## src/rtl/bsg_fpu_align_shift_pipe.sv

```systemverilog
// Two-stage right-shift aligner: returns mantissa >> shamt plus guard/sticky.
// S1 captures the operand and its low-side OR-scan; S2 selects and registers results.
module bsg_fpu_align_shift_pipe #(
    parameter  int width_p    = 32,
    localparam int shamt_w_lp = $clog2(width_p) + 1
) (
    input  logic                  clk_i,
    input  logic                  reset_i,
    input  logic                  v_i,
    output logic                  ready_o,
    input  logic [width_p-1:0]    data_i,
    input  logic [shamt_w_lp-1:0] shamt_i,
    output logic                  v_o,
    input  logic                  yumi_i,
    output logic [width_p-1:0]    data_o,
    output logic                  guard_o,
    output logic                  sticky_o,
    output logic                  inexact_o
);

    typedef struct packed {
        logic [width_p-1:0]    data;
        logic [shamt_w_lp-1:0] shamt;
        logic [width_p-1:0]    scan;
    } s1_t;

    typedef struct packed {
        logic [width_p-1:0] data;
        logic               guard;
        logic               sticky;
    } s2_t;

    logic [2:1] vld_pipe;
    s1_t        s1_r, s1_n;
    s2_t        s2_r, s2_n;
    logic       adv1, adv2;

    assign adv2    = ~vld_pipe[2] | yumi_i;
    assign adv1    = ~vld_pipe[1] | adv2;
    assign ready_o = adv1;

    // scan[k] = |data_i[k:0]; sticky for shift s is then a single pick of scan[s-2]
    always_comb begin
        logic acc;
        acc        = 1'b0;
        s1_n.data  = data_i;
        s1_n.shamt = shamt_i;
        s1_n.scan  = '0;
        for (int k = 0; k < width_p; k++) begin
            acc          = acc | data_i[k];
            s1_n.scan[k] = acc;
        end
    end

    always_comb begin
        s2_n.data   = s1_r.data >> s1_r.shamt;
        s2_n.guard  = 1'b0;
        s2_n.sticky = 1'b0;
        for (int k = 0; k < width_p; k++) begin
            if (s1_r.shamt == shamt_w_lp'(k + 1)) s2_n.guard  = s1_r.data[k];
            if (s1_r.shamt == shamt_w_lp'(k + 2)) s2_n.sticky = s1_r.scan[k];
        end
        // everything shifted out past the guard collapses into sticky
        if (s1_r.shamt > shamt_w_lp'(width_p + 1)) s2_n.sticky = s1_r.scan[width_p-1];
    end

    always_ff @(posedge clk_i or posedge reset_i) begin
        if (reset_i) begin
            vld_pipe <= '0;
            s1_r     <= '0;
            s2_r     <= '0;
        end else begin
            if (adv1) vld_pipe[1] <= v_i;
            if (adv2) vld_pipe[2] <= vld_pipe[1];
            if (adv1 & v_i)         s1_r <= s1_n;
            if (adv2 & vld_pipe[1]) s2_r <= s2_n;
        end
    end

    assign v_o       = vld_pipe[2];
    assign data_o    = vld_pipe[2] ? s2_r.data : '0;
    assign guard_o   = vld_pipe[2] & s2_r.guard;
    assign sticky_o  = vld_pipe[2] & s2_r.sticky;
    assign inexact_o = vld_pipe[2] & (s2_r.guard | s2_r.sticky);

    yumi_needs_valid: assert property (@(posedge clk_i) disable iff (reset_i) yumi_i |-> v_o);

endmodule

```

## config.mk

```make
export PLATFORM = sky130hd
export DESIGN_NAME = bsg_fpu_align_shift_pipe
export DESIGN_NICKNAME = d
export VERILOG_FILES = /design/src/rtl/bsg_fpu_align_shift_pipe.sv
export SDC_FILE = /design/constraint.sdc
export NUM_CORES = 1
export LEC_CHECK = 0
export ABC_AREA = 1
export CORE_MARGIN = 10
export CORE_UTILIZATION = 35
export CTS_BUF_LIST = sky130_fd_sc_hd__clkbuf_4
export CTS_CLUSTER_DIAMETER = 120
export DETAILED_ROUTE_END_ITERATION = 6
export PLACE_DENSITY_LB_ADDON = 0.25
export SLEW_MARGIN = 30
export SYNTH_ARGS = -nofsm -noshare
export SYNTH_HDL_FRONTEND = slang
export SYNTH_SLANG_ARGS = --single-unit
```

## constraint.sdc

```tcl
create_clock -name clk_i -period 3.55 [get_ports clk_i]
set_clock_uncertainty 0.1 [all_clocks]
set_input_delay 0.5325 -clock clk_i [delete_from_list [all_inputs] [get_ports clk_i]]
set_output_delay 0.5325 -clock clk_i [all_outputs]
set_load 0.03 [all_outputs]
```

# Word-level counts from Yosys, hierarchy flattened
# Cells that the tools add are included.
[word_totals] output_inout_bits=37 word_cells=150 register_bits=106 input_bits=42
[classes] n_eq_ne=33 shift=1 mux=66 magnitude_cmp=1 bitwise_logic=41
[ops] cell="6-bit by 5-bit equality test with 1-bit output, second input constant" n=16
[ops] cell="1-bit 2-to-1 mux" n=65
[ops] cell="6-bit by 4-bit equality test with 1-bit output, second input constant" n=8
[ops] cell="1-bit bitwise OR" n=34
[ops] cell="32-bit 2-to-1 mux" n=1
[ops] cell="32-bit by 6-bit >> shifter with 32-bit output" n=1
[ops] cell="6-bit by 3-bit equality test with 1-bit output, second input constant" n=4
[ops] cell="6-bit by 2-bit equality test with 1-bit output, second input constant" n=2
[ops] cell="6-bit equality test, second input constant" n=2
[ops] cell="6-bit by 1-bit equality test with 1-bit output, second input constant" n=1
[ops] cell="6-bit > comparator, second input constant" n=1
[ops] cell="1-bit bitwise AND" n=5
[ops] cell="1-bit NOT" n=2

# Logic depth before layout (Yosys ltp)
# Gate-level depths: netlist of run 1.
[logic_depth] ltp_word=34 ltp_mapped=25 depth_no_buf=25

# Worst setup path after synthesis of run 1
# Ideal clock, no wire load.
[synth_timing] path_kind="input port to flip-flop" startpoint="input data_i[1]" endpoint="register s1_r[29] (netlist name)" slack_ns=0.700 t_arrival_ns=2.618 n_path_buf=0 setup_ns=0.132 cell_stages=25 required_time_ns=3.318 path_cell_list="nor2_2 nand3_1 nor2_1 nand2_1 nor2_2 nand2_1 inv_2 nand3_2 nor2_2 nand2_1 nor2_2 nand2_1 nor2_1 nand2_1 nor2_2 nand2_1 nor2_2 nand4_2 inv_2 nand2_1 nor3_2 nor3b_2 nand2_1 nand2_2 o211ai_1"
[synth_between] elab_chain_cells=29
[synth_lines] element="start: declaration" line_no="11" source="input logic [width_p-1:0] data_i,"
[synth_lines] element="1-bit bitwise OR (29 in series)" line_no="50" source="acc = acc | data_i[k];"
[synth_lines] element="end signal: assignment" line_no="75" source="if (adv1 & v_i) s1_r <= s1_n;"
[synth_lines] element="end: declaration" line_no="34" source="s1_t s1_r, s1_n;"
# No other way between the ends.
# A chain may end at the register's enable or synchronous reset.

# Final worst setup path of run 1
# Ends and elaborated chain as after synthesis.

==> flow_metrics.py, run 1 <==
metrics = {
    "placed_design": {
        "port_buffers": 78,
        "hpwl_microns": 13710,
        "gp_congestion": 0.9015,
        "place_ws_ns": -0.1401,
    },
    "logic_synthesis": {
        "synth_area_leaders": "dfrtp_1, nand2_1, o21ai_0",
        "syn_area_sq_um": 6233,
        "synth_seq_cells": 105,
        "yosysWarnings": 0,
        "yosysTopAreaCell": "dfrtp_1",
        "synth.net_count": 948,
        "yosysSeqAreaShare_pct": 42.15,
        "synth-main-ff-cell": "dfrtp_1",
        "netlist.area_leader.share_pct": 42.15,
        "async_reset_ff_share_pct": 100.0,
        "synth_area_per_cell_sq_um": 6.880,
        "synth_cell_type_count": 33,
        "synth_edf_count": 0,
        "syn_inst": 906,
    },
    "clock_tree": {
        "cts-root-buf": "clkbuf_4",
        "clock_sinks": 105,
        "cts_inserted_buffers": 9,
        "ctsHtreeMaxLevel": 3,
        "cts.path.max_buffers": 2,
        "clkTransAtPathRegs_ns": 0.16,
        "cts_tree": "yes",
        "cts-hold-fix-buffers": 0,
        "insertion_delay_ns": 0.50,
    },
    "timing": {
        "drv_slew": 0,
        "timing.final.crit_share_pct": 87.78,
        "finalHoldViolCount": 0,
        "worst_slack_ns": 0.4337,
        "finalSetupViolations": 0,
        "worstMarginPinSlew_ns": 0.5835,
        "grt_setup_unrepaired": "no",
        "max_freq_mhz": 320.9,
        "max_slew_margin_pct": 61.10,
        "finalCriticalPeriod_ns": 3.116,
        "whs_ns": 0.3395,
    },
    "die": {
        "num_io_pins": 79,
        "rows": 48,
        "start_util_pct": 35.91,
        "die_w_microns": 153.5,
        "die_area_sq_um": 23550,
        "die_h_microns": 153.5,
        "core_area_sq_um": 17360,
    },
    "finish": {
        "diodes": 0,
        "finalNetCount": 1024,
        "final_layout_size_suffix_gt1_share_pct": 6.897,
        "areaGrowthSynthToFinish_pct": 21.26,
    },
    "setup_path": {
        "path_delay_family": "simple AND/OR/NAND/NOR gates",
        "cp_data_arrival_time_ns": 3.40,
        "cpMaxStageDelayCell": "clkdlybuf4s50_1",
        "critPathBufInv": 3,
        "r2r_cells": 22,
        "worstSetupPathType": "input pin to flop",
        "ff2ff_setup_slack_ns": 0.54,
        "end_kind": "flop",
        "startpoint_type": "input pin",
        "cp.required_ns": 3.84,
        "cp_slowest_stage_delay_ns": 0.43,
        "worstSetupPathDepth": 26,
        "crit_fanout": 4,
        "crit_top_cell": "nand2_1",
    },
    "detailed_routing": {
        "via_count": 5978,
        "ant_nets": 0,
        "wl_per_cell_microns": 14.88,
        "drt_wl_total_microns": 18030,
        "drtPass1Iterations": 5,
        "vias_per_cell": 4.936,
        "drc": 0,
        "first_iter_violations": 383,
    },
    "power": {
        "peakVddDrop_mv": 0.2396,
        "clockPowerShare_pct": 18.1,
        "p_per_area_nw_per_um2": 503.0,
        "p_seq_share_pct": 40.9,
        "power.leakage_nw": 3.640,
        "switching_share_pct": 40.77,
        "p_comb_share_pct": 41.0,
        "intPower_w": 0.002252,
        "p_switching_w": 0.001550,
    },
    "flow_run": {
        "max-cap-violations": 0,
    },
    "outcome": {
        "status": "completed",
    },
    "global_routing": {
        "first_global_vias": 5815,
        "antenna_found_initial": 0,
        "grtUsageTotal_pct": 15.17,
        "globalRoute.totalOverflow": 0,
        "grt_start_max_net_pins": 63,
        "grt_pass1_wl_microns": 30020,
    },
    "min_path": {
        "holdCritPathClass": "input pin to asynchronous set/reset pin",
    },
}
[power groups by stage]
stage          combinational, W  clock, W  sequential (W)
5_1_grt                 0.00174  0.000752         0.00158
3_5_place_dp            0.00156         0         0.00157
3_3_place_gp            0.00154         0         0.00157
6_report                0.00156  0.000687         0.00155
4_1_cts                 0.00156  0.000713         0.00155
2_1_floorplan           0.00103         0         0.00152
[cell usage in the layout, fill, tap and decap left out, types with 4 or more instances in the layout]
| cell type | synthesis | routed |
|---|---|---|
| dfrtp_1 | 105 | 105 |
| buf_4 | 0 | 31 |
| a31oi_1 | 8 | 8 |
| clkdlybuf4s50_1 | 0 | 78 |
| nand2_1 | 284 | 283 |
| nand3_1 | 33 | 33 |
| o21ai_0 | 129 | 129 |
| nor2_1 | 63 | 63 |
| nor3_1 | 6 | 6 |
| a21oi_1 | 14 | 14 |
| or2_2 | 4 | 4 |
| inv_1 | 123 | 122 |
| o22ai_1 | 9 | 9 |
| clkbuf_4 | 0 | 11 |
| nand4_1 | 16 | 16 |
| a22oi_1 | 12 | 12 |
| o221ai_1 | 10 | 10 |
| nor2_2 | 6 | 6 |
| mux2i_1 | 11 | 11 |
| o211ai_1 | 10 | 10 |
[layout make-up]
class / count / area (sq um)
timing repair buffer: 111 / 1054
multi-input combinational: 627 / 2962
clock buffer: 11 / 82.58
fill: 1854 / 9798
clock inverter: 4 / 68.82
sequential: 105 / 2628
tap: 225 / 281.5
inverter: 128 / 483.0
[state kept, by name, summed over array words and instances (netlist names)]
signal and cells:
s1_r 69, s2_r 34, vld_pipe 2
[cell usage after synthesis, types with 2 or more instances]
library cell  count
a21oi_1          14
a22oi_1          12
a31oi_1           8
buf_1             5
clkbuf_1         41
clkinv_1          2
dfrtp_1         105
inv_1           123
inv_2             3
mux2i_1          11
nand2_1         284
nand3_1          33
nand4_1          16
nor2_1           63
nor2_2            6
nor3_1            6
o211ai_1         10
o21ai_0         129
o221ai_1         10
o22ai_1           9
or2_2             4
[logic make-up after synthesis]
group,Yosys count,share of synthesized area [%]
mux,11,1.766
flops,105,42.15
compound gates,198,18.04
buf+inv,174,10.48
simple gates,418,27.56
[metal layers]
| metal | up-vias | wire, microns | share of wire, % | global-route usage [%] |
|---|---|---|---|---|
| li1 | 3076 | - | - | - |
| met1 | 2725 | 8955 | 50 | 21.08 |
| met2 | 156 | 7721 | 43 | 22.79 |
| met3 | 21 | 1054 | 5.8 | 3.620 |
| met4 | 0 | 293 | 1.6 | 4.408 |
| met5 | - | 0 | 0 | 0 |
[worst reg2reg max path: cells and delay by family (launching register included)]
kind                   cells  cell delay, ns
buffers and inverters      3            0.57
DFF                        1            0.48
and+or+nand+nor           19            1.77
[path summary, 6_finish.rpt]
path / from / end
worst max register to register: s1_r[32]$_DFFE_PP0P_ / s2_r[0]$_DFFE_PP0P_
worst min register to register: s2_r[30]$_DFFE_PP0P_ / s2_r[30]$_DFFE_PP0P_
min in group clk_i: s2_r[30]$_DFFE_PP0P_ / s2_r[30]$_DFFE_PP0P_
worst min-delay path: reset_i / s2_r[29]$_DFFE_PP0P_
worst max-delay path: data_i[1] / s1_r[29]$_DFFE_PP0P_
max in group asynchronous: reset_i / s1_r[13]$_DFFE_PP0P_
[repair_timing]
item,CTS,global route
endpoints found under the setup margin,0,4
buffers inserted,0,1
resized for setup,0,1
[stage by stage]
step / utilization, % / cells / TNS, ns / total power (W) / cell area (sq um)
finish: 43.55 / 1211 / 0 / 0.003802 / 7559
global route: 43.55 / 1211 / 0 / 0.004076 / 7559
CTS: 43.47 / 1210 / 0 / 0.003827 / 7545
detailed placement: 42.60 / 1195 / -0.5113 / 0.003133 / 7393
global placement: 42.60 / 1195 / -0.3686 / 0.003117 / 7393
floorplan: - / 906 / 0 / 0.002550 / 6233
No activity file was read; power rests on OpenSTA's default activity.
==> run 2: changes to the inputs <==
- CORE_UTILIZATION: 35 -> 52
- HOLD_SLACK_MARGIN: unset -> 0.02
==> flow_metrics.py, run 2 (synthesis gave the netlist of run 1 again) <==
metrics = {
    "power": {
        "power.leakage_nw": 3.656,
        "peakVddDrop_mv": 0.1852,
        "p_per_area_nw_per_um2": 503.4,
    },
    "min_path": {
        "worstHoldStart": "data_i[0]",
        "holdCritPathClass": "input pin to flop",
    },
    "detailed_routing": {
        "drt_wl_total_microns": 16840,
        "first_iter_violations": 569,
        "via_count": 6083,
        "drc": 0,
        "vias_per_cell": 5.374,
        "ant_nets": 0,
        "drtPass1Iterations": 6,
        "wl_per_cell_microns": 14.88,
    },
    "setup_path": {
        "critPathLaunch": "data_i[2]",
        "cp_data_arrival_time_ns": 3.50,
        "r2r-start": "s1_r[33]$_DFFE_PP0P_",
        "startpoint_type": "input pin",
        "crit_fanout": 4,
        "worstSetupPathType": "input pin to flop",
        "cp.required_ns": 3.82,
        "end_kind": "flop",
    },
    "die": {
        "start_util_pct": 53.90,
        "rows": 39,
        "num_io_pins": 79,
        "die_h_microns": 129.5,
        "die_w_microns": 129.5,
        "core_area_sq_um": 11560,
        "die_area_sq_um": 16770,
    },
    "finish": {
        "final_util_pct": 64.69,
        "diodes": 0,
        "layout.cells.most_common": "nand2_1",
        "largest_register": "s1_r",
        "fillers": 1091,
        "largest_register_ffs": 69,
        "final_cell_mix": "nand2_1, o21ai_0, inv_1",
        "final_layout_size_suffix_gt1_share_pct": 7.179,
        "final_cell_area_sq_um": 7481,
        "areaGrowthSynthToFinish_pct": 20.01,
        "finalNetCount": 1027,
        "reg_top3": "s1_r x69, s2_r x34, vld_pipe x2",
    },
    "timing": {
        "worstMarginPinSlew_ns": 0.7313,
        "drv_slew": 0,
        "grt_setup_unrepaired": "no",
        "finalSetupViolations": 0,
        "max_slew_margin_pct": 51.18,
        "finalHoldViolCount": 0,
        "finalCriticalPeriod_ns": 3.230,
        "max_freq_mhz": 309.6,
        "timing.final.crit_share_pct": 90.98,
    },
    "clock_tree": {
        "insertion_delay_ns": 0.48,
        "cts.path.max_buffers": 2,
        "cts_inserted_buffers": 9,
        "clock_sinks": 105,
        "cts-root-buf": "clkbuf_4",
        "ctsHtreeMaxLevel": 3,
        "cts_tree": "yes",
        "clkTransAtPathRegs_ns": 0.15,
    },
    "outcome": {
        "status": "completed",
    },
    "global_routing": {
        "first_global_vias": 5500,
        "antenna_found_initial": 0,
        "globalRoute.totalOverflow": 0,
        "grt_pass1_wl_microns": 27470,
        "grt_start_max_net_pins": 63,
        "grtUsageTotal_pct": 20.15,
    },
    "placed_design": {
        "port_buffers": 78,
        "hpwl_microns": 13030,
        "gp_congestion": 0.9213,
        "dpl_cell_area_sq_um": 7286,
    },
    "flow_run": {
        "max-cap-violations": 0,
    },
}
==> run 2: cell types whose count changed in the layout (fill, tap and decap cells not counted), sizes merged <==
| cell | before | now |
|---|---|---|
| buf | 33 | 36 |
| clkbuf | 11 | 10 |
| clkdlybuf4s50 | 78 | 76 |
| clkinv | 4 | 5 |
| dlymetal6s2s | 0 | 2 |
==> run 2: cell type report <==
type	instances	area [sq um]	area share [%]
multi-input combinational	627	2977	39.79
clock buffer	10	75.07	1.004
clock inverter	5	71.32	0.9533
sequential	105	2628	35.12
timing repair buffer	114	1069	14.28
tap	143	178.9	2.392
inverter	128	483.0	6.456
==> run 2: path summary, 6_finish.rpt <==
kind                                   endpoint  slack [ns]  cells past startpoint
max in group asynchronous  s1_r[57]$_DFFE_PP0P_        2.40                      3
min reg2reg                 s2_r[0]$_DFFE_PP0P_        0.40                      2
max reg2reg                 s2_r[1]$_DFFE_PP0P_        0.61                     21
min                        s1_r[38]$_DFFE_PP0P_        0.22                      3
max                        s1_r[29]$_DFFE_PP0P_        0.32                     26
min in group asynchronous  s1_r[38]$_DFFE_PP0P_        0.27                      2
==> run 2: power by group <==
| part | total, W | switching [W] | internal (W) | leakage, nW |
|---|---|---|---|---|
| combinational | 0.00155 | 0.000997 | 0.000556 | 2.35 |
| clock | 0.000663 | 0.000379 | 0.000284 | 0.0790 |
| sequential | 0.00155 | 0.000148 | 0.00140 | 1.23 |
==> run 2: per-stage QoR <==
step | TNS, ns | hold slack [ns] | power [W] | setup WS [ns] | instances
6_report | 0 | 0.2245 | 0.003766 | 0.3204 | 1132
5_1_grt | 0 | 0.2407 | 0.004016 | 0.001293 | 1132
4_1_cts | 0 | 0.2784 | 0.003758 | 0.3462 | 1129
3_5_place_dp | -0.6199 | 0.3667 | 0.003112 | -0.1542 | 1114
3_3_place_gp | -0.2205 | 0.3654 | 0.003083 | -0.06606 | 1114
2_1_floorplan | 0 | 0.3457 | 0.002550 | 0.1570 | 906
==> run 2: critical path, stage by stage <==
cell             delay, ns
clkdlybuf4s50_1       0.41
inv_1                 0.09
nand3_2               0.09
nor2_1                0.09
nand2_1               0.08
nor2_2                0.13
nand2_1               0.07
inv_2                 0.06
nand3_2               0.07
nor2_2                0.13
nand2_1               0.07
nor2_2                0.12
nand2_1               0.07
nor2_1                0.08
nand2_1               0.06
nor2_2                0.13
nand2_2               0.10
nor2_4                0.14
nand4_4               0.09
inv_2                 0.08
nand2_1               0.06
nor3_2                0.21
nor3b_2               0.25
nand2_1               0.09
nand2_2               0.10
o211ai_1              0.09
==> run 2: repair_timing <==
item,4_1_cts,5_1_grt
setup endpoints to repair,0,2
hold buffers,0,0
buffers inserted,0,3
gates resized for setup,0,6
==> run 2: per-layer routing <==
metal	track usage [%]	vias up	wire length, microns
li1	-	3084	-
met1	28.55	2766	7908
met2	30.92	208	7584
met3	2.325	25	985
met4	7.870	0	359
met5	0	-	0
==> run 3: changes to the inputs <==
- SETUP_SLACK_MARGIN: unset -> 0.5
==> flow_metrics.py, run 3 (synthesis gave the netlist of run 1 again) <==
metrics = {
    "power": {
        "p_per_area_nw_per_um2": 482.2,
        "power.leakage_nw": 3.783,
        "peakVddDrop_mv": 0.2179,
    },
    "global_routing": {
        "grtUsageTotal_pct": 20.29,
        "grt_pass1_wl_microns": 27810,
        "first_global_vias": 5602,
        "grt_start_max_net_pins": 106,
        "antenna_found_initial": 0,
        "globalRoute.totalOverflow": 0,
    },
    "setup_path": {
        "path_delay_family": "buffers and inverters",
        "cp.required_ns": 3.83,
        "cp_slowest_stage_delay_ns": 0.13,
        "ff2ff_setup_slack_ns": 0.72,
        "r2r_cells": 20,
        "startpoint_type": "input pin",
        "cp_data_arrival_time_ns": 3.16,
        "r2r-end": "s2_r[0]$_DFFE_PP0P_",
        "worstSetupPathType": "input pin to flop",
        "r2r-start": "s1_r[35]$_DFFE_PP0P_",
        "crit_top_cell": "buf_4",
        "cpMaxStageDelayCell": "buf_4",
        "crit_fanout": 2,
        "critPathBufInv": 14,
        "end_kind": "flop",
    },
    "finish": {
        "largest_register": "s1_r",
        "finalNetCount": 1052,
        "fin_cells": 1158,
        "diodes": 0,
        "final_cell_mix": "nand2_1, o21ai_0, inv_1",
        "final_layout_size_suffix_gt1_share_pct": 11.23,
        "largest_register_ffs": 69,
        "reg_top3": "s1_r x69, s2_r x34, vld_pipe x2",
        "layout.cells.most_common": "nand2_1",
        "areaGrowthSynthToFinish_pct": 23.67,
    },
    "detailed_routing": {
        "wl_per_cell_microns": 14.97,
        "drtPass1Iterations": 6,
        "drc": 0,
        "first_iter_violations": 648,
        "vias_per_cell": 5.416,
        "via_count": 6272,
        "drt_wl_total_microns": 17340,
        "ant_nets": 0,
    },
    "placed_design": {
        "gp_congestion": 0.9523,
        "place_inst": 1109,
        "hpwl_microns": 12480,
        "port_buffers": 78,
        "place_ws_ns": -0.1372,
    },
    "die": {
        "die_h_microns": 129.5,
        "core_area_sq_um": 11560,
        "die_area_sq_um": 16770,
        "die_w_microns": 129.5,
        "num_io_pins": 79,
        "rows": 39,
        "start_util_pct": 53.90,
    },
    "clock_tree": {
        "insertion_delay_ns": 0.47,
        "ctsHtreeMaxLevel": 3,
        "cts.path.max_buffers": 2,
        "clkTransAtPathRegs_ns": 0.16,
        "clock_sinks": 105,
        "cts-root-buf": "clkbuf_4",
        "cts_tree": "yes",
        "cts_inserted_buffers": 9,
    },
    "timing": {
        "worst_slack_ns": 0.6728,
        "grt_setup_unrepaired": "no",
        "max_freq_mhz": 347.6,
        "worstMarginPinSlew_ns": 0.8411,
        "timing.final.crit_share_pct": 81.05,
        "finalHoldViolCount": 0,
        "max_slew_margin_pct": 43.85,
        "finalSetupViolations": 0,
        "drv_slew": 0,
        "finalCriticalPeriod_ns": 2.877,
    },
    "min_path": {
        "holdCritPathClass": "input pin to flop",
        "worstHoldStart": "data_i[0]",
        "min_path_cells": 3,
        "min_to": "s1_r[38]$_DFFE_PP0P_",
    },
    "flow_run": {
        "max-cap-violations": 0,
    },
    "outcome": {
        "status": "completed",
    },
}
## run 3: cell count changes in the layout (fill, tap and decap cells not counted), sizes merged
cell	delta
clkinvlp	+3
bufinv	-1
inv	-1
dlygate4sd2	+1
buf	+27
dlymetal6s2s	-1
clkdlybuf4s15	+2
clkdlybuf4s50	-4
## run 3: how the worst max path moves through the flow
stage	to	slack, ns	start	cells after the start
2_1_floorplan	s1_r[29]$_DFFE_PP0P_	0.70	data_i[1]	25
3_5_place_dp	s1_r[29]$_DFFE_PP0P_	-0.14	data_i[1]	26
4_1_cts	s2_r[0]$_DFFE_PP0P_	0.52	s1_r[35]$_DFFE_PP0P_	20
3_3_place_gp	s1_r[29]$_DFFE_PP0P_	-0.09	data_i[1]	26
6_report	s1_r[16]$_DFFE_PP0P_	0.67	data_i[1]	30
5_1_grt	s1_r[16]$_DFFE_PP0P_	0.45	data_i[1]	30
## run 3: per-layer routing
metal  vias to the layer above  track usage (%)  share of wire (%)
met5                         -                0                  0
met1                      2897            28.17                 47
met4                         0            5.886                1.4
li1                       3143                -                  -
met3                        19            3.100                6.3
met2                       213            32.22                 46
## run 3: area by class of cell
cell class              instances  area (sq um)
well taps                     143         178.9
clock inverters                 6         58.81
inverters                     128         484.2
multi-input cells             627          3032
flip-flops and latches        105          2628
repair buffers                139          1252
clock buffers                  10         75.07
fillers                      1027          3856
## run 3: repair_timing
action | CTS | global route
resized for setup | 17 | 24
pin swaps | 17 | 14
hold buffers | 0 | 0
setup buffers | 28 | 5
endpoints found under the hold margin | 0 | 0
endpoints found under the setup margin | 4 | 12
## run 3: through the flow
| step | setup TNS (ns) | hold WS [ns] | instance area (sq um) | utilization (%) | power (W) |
|---|---|---|---|---|---|
| 6_report | 0 | 0.2206 | 7709 | 66.66 | 0.003717 |
| 5_1_grt | 0 | 0.2158 | 7709 | 66.66 | 0.003968 |
| 4_1_cts | 0 | 0.2046 | 7612 | 65.82 | 0.003703 |
| 3_5_place_dp | -0.4656 | 0.3672 | 7249 | 62.69 | 0.003094 |
| 3_3_place_gp | -0.2594 | 0.3665 | 7249 | 62.69 | 0.003070 |
| 2_1_floorplan | 0 | 0.3457 | 6237 | - | 0.002551 |
## run 3: power by group
part	leakage, nW	switching (W)	internal [W]	total [W]
clock	0.0698	0.000397	0.000218	0.000615
sequential	1.23	0.000149	0.00140	0.00155
combinational	2.48	0.000999	0.000553	0.00155
## run 3: worst register-to-register path, cell delays in order, from the launching register on
cell	delay, ns
dfrtp_1	0.41
clkinv_1	0.07
buf_4	0.25
nand2_1	0.14
buf_4	0.19
nor2_1	0.20
inv_1	0.17
nor2_1	0.32
nand2_1	0.08
nand2_1	0.08
nand4_1	0.07
nand2_1	0.07
nand4_1	0.08
nand2_1	0.07
nand4_1	0.08
nand2_1	0.07
nand3_1	0.06
nand2_1	0.09
nand2_1	0.05
nand2_1	0.05
nand2_1	0.04
